**config.mk**
```make
export PLATFORM = sky130hd
export DESIGN_NAME = vga_timing_gen
export DESIGN_NICKNAME = d
export VERILOG_FILES = /design/src/rtl/vga_timing_gen.sv
export SDC_FILE = /design/constraint.sdc
export NUM_CORES = 1
export LEC_CHECK = 0
export ABC_AREA = 1
export ABC_CLOCK_PERIOD_IN_PS = 2500
export CAP_MARGIN = 25
export CORE_UTILIZATION = 30
export CTS_CLUSTER_SIZE = 14
export DETAILED_ROUTE_END_ITERATION = 6
export SYNTH_ARGS = -nofsm -noshare
export SYNTH_HDL_FRONTEND = slang
export SYNTH_SLANG_ARGS = --single-unit
```
**constraint.sdc**
```tcl
create_clock -name vga_clk -period 2.5 [get_ports vga_clk]
set_clock_uncertainty 0.05 [all_clocks]
set_input_delay 0.25 -clock vga_clk [delete_from_list [all_inputs] [get_ports vga_clk]]
set_output_delay 0.25 -clock vga_clk [all_outputs]
set_load 0.03 [all_outputs]
```
**src/rtl/vga_timing_gen.sv**
```systemverilog
// VGA raster timing generator (640x480 @ 60 Hz by default), pix_en strobed.
// Optional frame counter output enabled by defining VGA_FRAME_COUNT_EN.
module vga_timing_gen #(
    parameter int H_VISIBLE = 640,
    parameter int H_FRONT   = 16,
    parameter int H_SYNC    = 96,
    parameter int H_BACK    = 48,
    parameter int V_VISIBLE = 480,
    parameter int V_FRONT   = 10,
    parameter int V_SYNC    = 2,
    parameter int V_BACK    = 33
) (
    input  logic       vga_clk,
    input  logic       reset,
    input  logic       pix_en,
    output logic [9:0] DrawX,
    output logic [9:0] DrawY,
    output logic       hs,
    output logic       vs,
    output logic       blank,
`ifdef VGA_FRAME_COUNT_EN
    output logic [7:0] frame_count,
`endif
    output logic       frame_end
);

    localparam int H_TOTAL = H_VISIBLE + H_FRONT + H_SYNC + H_BACK;
    localparam int V_TOTAL = V_VISIBLE + V_FRONT + V_SYNC + V_BACK;

    localparam logic [10:0] H_LAST  = 11'(H_TOTAL - 1);
    localparam logic [10:0] V_LAST  = 11'(V_TOTAL - 1);
    localparam logic [10:0] H_VIS   = 11'(H_VISIBLE);
    localparam logic [10:0] V_VIS   = 11'(V_VISIBLE);
    localparam logic [10:0] HS_BEG  = 11'(H_VISIBLE + H_FRONT);
    localparam logic [10:0] HS_END  = 11'(H_VISIBLE + H_FRONT + H_SYNC);
    localparam logic [10:0] VS_BEG  = 11'(V_VISIBLE + V_FRONT);
    localparam logic [10:0] VS_END  = 11'(V_VISIBLE + V_FRONT + V_SYNC);

    logic [9:0] x_q, x_d;
    logic [9:0] y_q, y_d;
    logic       hs_q, hs_d;
    logic       vs_q, vs_d;
    logic       blank_q, blank_d;
    logic       fe_q, fe_d;
    logic [10:0] xw, yw;

    // Flags are derived from the next count so they line up with it.
    always_comb begin
        x_d = x_q + 10'd1;
        y_d = y_q;
        if ({1'b0, x_q} >= H_LAST) begin
            x_d = '0;
            if ({1'b0, y_q} >= V_LAST) y_d = '0;
            else                       y_d = y_q + 10'd1;
        end
        xw      = {1'b0, x_d};
        yw      = {1'b0, y_d};
        blank_d = (xw < H_VIS) && (yw < V_VIS);
        hs_d    = !((xw >= HS_BEG) && (xw < HS_END));
        vs_d    = !((yw >= VS_BEG) && (yw < VS_END));
        fe_d    = (xw == H_LAST) && (yw == V_LAST);
    end

    always_ff @(posedge vga_clk) begin
        if (reset) begin
            x_q     <= '0;
            y_q     <= '0;
            hs_q    <= 1'b1;
            vs_q    <= 1'b1;
            blank_q <= 1'b1;
            fe_q    <= 1'b0;
        end else if (pix_en) begin
            x_q     <= x_d;
            y_q     <= y_d;
            hs_q    <= hs_d;
            vs_q    <= vs_d;
            blank_q <= blank_d;
            fe_q    <= fe_d;
        end
    end

`ifdef VGA_FRAME_COUNT_EN
    logic [7:0] fc_q;

    always_ff @(posedge vga_clk) begin
        if (reset)               fc_q <= '0;
        else if (pix_en && fe_q) fc_q <= fc_q + 8'd1;
    end

    assign frame_count = fc_q;
`endif

    assign DrawX     = x_q;
    assign DrawY     = y_q;
    assign hs        = hs_q;
    assign vs        = vs_q;
    assign blank     = blank_q;
    assign frame_end = fe_q;

endmodule

```
Word-level counts from Yosys, hierarchy flattened. Index checks and enable logic that the tools add are counted.

$lt $le $gt $ge: 8. Div/mod/pow operators: 0. Shift-type cells: 0. Equal/unequal tests: 2. Bitwise operators: 0. Reductions and logical operators: 6. $add $sub $neg: 2. Muxes and demuxes: 3. Multiply operators: 0.

Operators with widths (count): greater-or-equal comparator 10 bit (second input constant) (3); two-way mux 10 bit (3); adder 10 x 1 -> 10 bit (second input constant) (2); == test 10 bit (second input constant) (2); < comparator 10 bit (second input constant) (2); < comparator 10 x 9 -> 1 bit (second input constant) (2); greater-or-equal comparator 10 x 9 -> 1 bit (second input constant) (1); logical AND 1 bit (4); zero test 1 bit (2).

Bits in registers: 24. Logic and storage cells: 27. Bits in read-only memories: 0. Bits in latches: 0. Memories: 0. Output and inout port bits: 24. Input bits: 3. Memory bits (writable): 0.

Logic depth before layout (Yosys ltp).
Word-level depth: 6. Mapped depth: 15. Gate-level depth less buffers: 15.

Worst setup path before layout. No wires, ideal clock.

Kind: register to register. Start point: register x_q[1] (netlist: DrawX[1]). End point: register vs_q (netlist: vs). Clock period less this slack: 1980 ps. Setup slack: 520 ps. Required time: 2335 ps. Arrival time: 1816 ps. Setup time: 115 ps. Cell stages (with the launch flop): 14. Path buffers: 1. Cells stage by stage: dfxtp_1 -> ha_1 -> nand2_2 -> nor2_4 -> nor2_2 -> nor2_4 -> buf_6 -> nand2_1 -> xor2_1 -> nand2_1 -> nor2_1 -> nand2_1 -> nand2_1 -> nand2_1.

Longest elaborated chain between the ends: 5. Elaborated cells between the ends (all ways): 6. Those cells by class: order compare (3); mux (1); reduce/logical (2).

Ends and longest elaborated chain: start: declaration (line 39) `logic [9:0] x_q, x_d;`; start signal: assignment (line 66) `x_q <= '0;`; start signal: assignment (line 73) `x_q <= x_d;`; greater-or-equal comparator 10 bit (*) (line 51) `if ({1'b0, x_q} >= H_LAST) begin`; two-way mux 10 bit (*) (line 51); greater-or-equal comparator 10 x 9 -> 1 bit / < comparator 10 x 9 -> 1 bit (equally long branches) (line 60) `vs_d = !((yw >= VS_BEG) && (yw < VS_END));`; logical AND 1 bit (*) (line 60); zero test 1 bit (*) (line 60); end signal: assignment (line 76) `vs_q <= vs_d;`; end: declaration (line 42) `logic vs_q, vs_d;`.

Mark *: on every way between the ends. The rest lies on a longest branch, timed or not. A chain may end at the register's enable or synchronous reset.

Worst setup path after layout.
Start point: register x_q[0] (netlist: DrawX[0]). End point: register vs_q (netlist: vs).

The elaborated chain is that of the path after synthesis.

==> results.toml <==
[run_status]
status = "completed"

[global_routing]
grt_pass1_vias = 1692
grt_max_degree = 25
track_usage_pct = 16.6
grt_pass1_wl_mm = 8.24
grt_antenna_before_repair = 0
grt-ovfl-total = 0

[clocking]
ctsHoldBuffers = 0
cts.reportedPaths.clkPinSlew_ns = 0.10
htreeDepth = 1
cts_setup_buffers = 0
cts_resized = 0
cts_root_buffer = "clkbuf_8"
clk_path_buf_depth = 2
cts_tree = "yes"
cts_sinks = 24
cts_made_buffers = 3
insertion_delay_ns = 0.27

[cells_and_area]
layout_commonest_cell = "nand2_1"
stdcell_count = 387
nets = 322
fin_area_sq_mm = 0.00218
n_antenna_cell = 0
layout-drive-gt1-share_pct = 9.21
syn2layout_area_growth_pct = 20.8
n_fill_cell = 611
mostFrequentLayoutCells = "75 x nand2_1, 37 x inv_1, 34 x nor2_1"

[routing]
dr.pass1.iters = 5
drc = 0
vias_per_cell = 4.78
drt-initial-drc-count = 86
vias = 1850
wl_per_cell_um = 12.6
ant_nets = 0
wl_mm = 4.87

[yosys]
syn_inst = 294
syn_area_per_cell_sq_um = 6.15
post_synth_num_cell_types = 31
synthTopCellsByArea = "dfxtp_1 27%, nand2_1 16%, inv_1 7.7%"
synth-edff-count = 0
ys_seq_area_share_pct = 26.6
async_reset_ff_share_pct = 0
synth-main-ff-cell = "dfxtp_1"
synth_top_area_share_pct = 26.6
synth_warnings = 0
yosys.area.top_type = "dfxtp_1"
ys_seq_elements = 24
syn_area_sq_mm = 0.00181
syn_nets = 300

[sta]
fin_hold_ws_ns = 0.437
hold_violations = 0
setup-violations-final = 0
drv_slew = 0
tns_ns = 0
min_period_ns = 2.13
max_freq_mhz = 471
rsz0062_at_grt = "no"
maxSlewHeadroom_pct = 65.9
finalCritPeriodShare_pct = 85.0
layout_setup_ws_ns = 0.375
worst_pin_slew_ns = 0.508

[floorplanning]
die_h_um = 79.6
dieArea_sq_mm = 0.00634
core_area_sq_mm = 0.00564
die_w_um = 79.6
io_pins = 27
rows = 27
start_util_pct = 32.0

[power_and_ir_drop]
power_leakage_nw = 0.965
p_per_area_mw_per_mm2 = 480
ir_worst_vdd_mv = 0.315

[worst_setup_path]
cp-end-kind = "register"
cp.required_ns = 2.63
crit_arrival_ns = 2.25
cp-start-kind = "register"
rrSetupSlack_ns = 0.37
worst-setup-path-type = "register to register"
worstPathMaxFanout = 24

[placement]
pre_cts_slack_ns = 0.407
place.gp.congestion = 0.903
dpl.hpwl_mm = 3.68
place_area_sq_mm = 0.00211
dp_cells = 383
numPortBuffers = 26

[worst_hold_path]
hp-class = "register to register"

[job]
max_cap_violations = 0
## logic make-up after synthesis
kind of cell	share of synthesized area (%)
AOI/OAI and AO/OA	15.4
adders and majority gates	2.08
and+or+nand+nor	40.9
buffers and inverters	11.6
DFF	26.6
xor gates and xnor gates	3.39
## metrics by stage
step	power (mW)	util [%]
2_1_floorplan	0.611	-
3_3_place_gp	0.694	37.5
3_5_place_dp	0.695	37.5
4_1_cts	1.05	38.7
5_1_grt	1.10	38.7
6_report	1.05	38.7
## worst paths after layout
check                         startpoint                endpoint  cells after the start
setup / recovery   DrawX[0]$_SDFFE_PP0P_         vs$_SDFFE_PP1P_                     13
setup reg to reg   DrawX[0]$_SDFFE_PP0P_         vs$_SDFFE_PP1P_                     13
hold / removal    frame_end$_SDFFE_PP0P_  frame_end$_SDFFE_PP0P_                      2
hold reg to reg   frame_end$_SDFFE_PP0P_  frame_end$_SDFFE_PP0P_                      2
## where the power goes
group          internal, mW  total, mW  switching [mW]
Clock                 0.214      0.362           0.148
Combinational        0.0920      0.244           0.152
Sequential            0.406      0.443          0.0372
Total                 0.712       1.05           0.337
## layer usage
layer / global-route usage (%) / share of wire, % / vias up
met5: 0 / 0 / -
met4: 6.18 / 1.7 / 0
met3: 3.09 / 3.4 / 8
met2: 26.7 / 45 / 39
met1: 21.7 / 50 / 816
li1: - / - / 987
## critical path, stage by stage (launching register included)
cell and delay [ns]:
dfxtp_1 0.45, ha_1 0.22, nand2_2 0.11, inv_2 0.08, nand2_2 0.05, nand2_2 0.08
nand2_4 0.19, nor2_2 0.22, nand3_1 0.12, and2_1 0.18, nor2_1 0.09, nand2_1 0.07
nand2_1 0.06, nand2_1 0.06
## registers in the layout, indices dropped and copies added (netlist names)
register and cells:
DrawX 10, DrawY 10, vs 1, frame_end 1, hs 1, blank 1
## cells in the mapped netlist, drive strengths merged (2+ instances only)
master  number
nand2       81
nor2        42
inv         38
dfxtp       24
nand3       23
o21ai       22
a21oi       20
xor2         7
buf          6
clkbuf       6
nor3         6
nand4        5
o211ai       4
ha           3
o21bai       2
or2          2
## cell type report
cell class | count | area [sq um] | share of cell area, %
clock buffers | 3 | 41.3 | 1.89
clock inverters | 1 | 30.0 | 1.37
inverters | 38 | 143 | 6.53
multi-input cells | 220 | 1120 | 51.1
flip-flops and latches | 24 | 480 | 22.0
well taps | 72 | 90.1 | 4.12
repair buffers | 29 | 283 | 12.9
(Power assumes the default switching activity.)
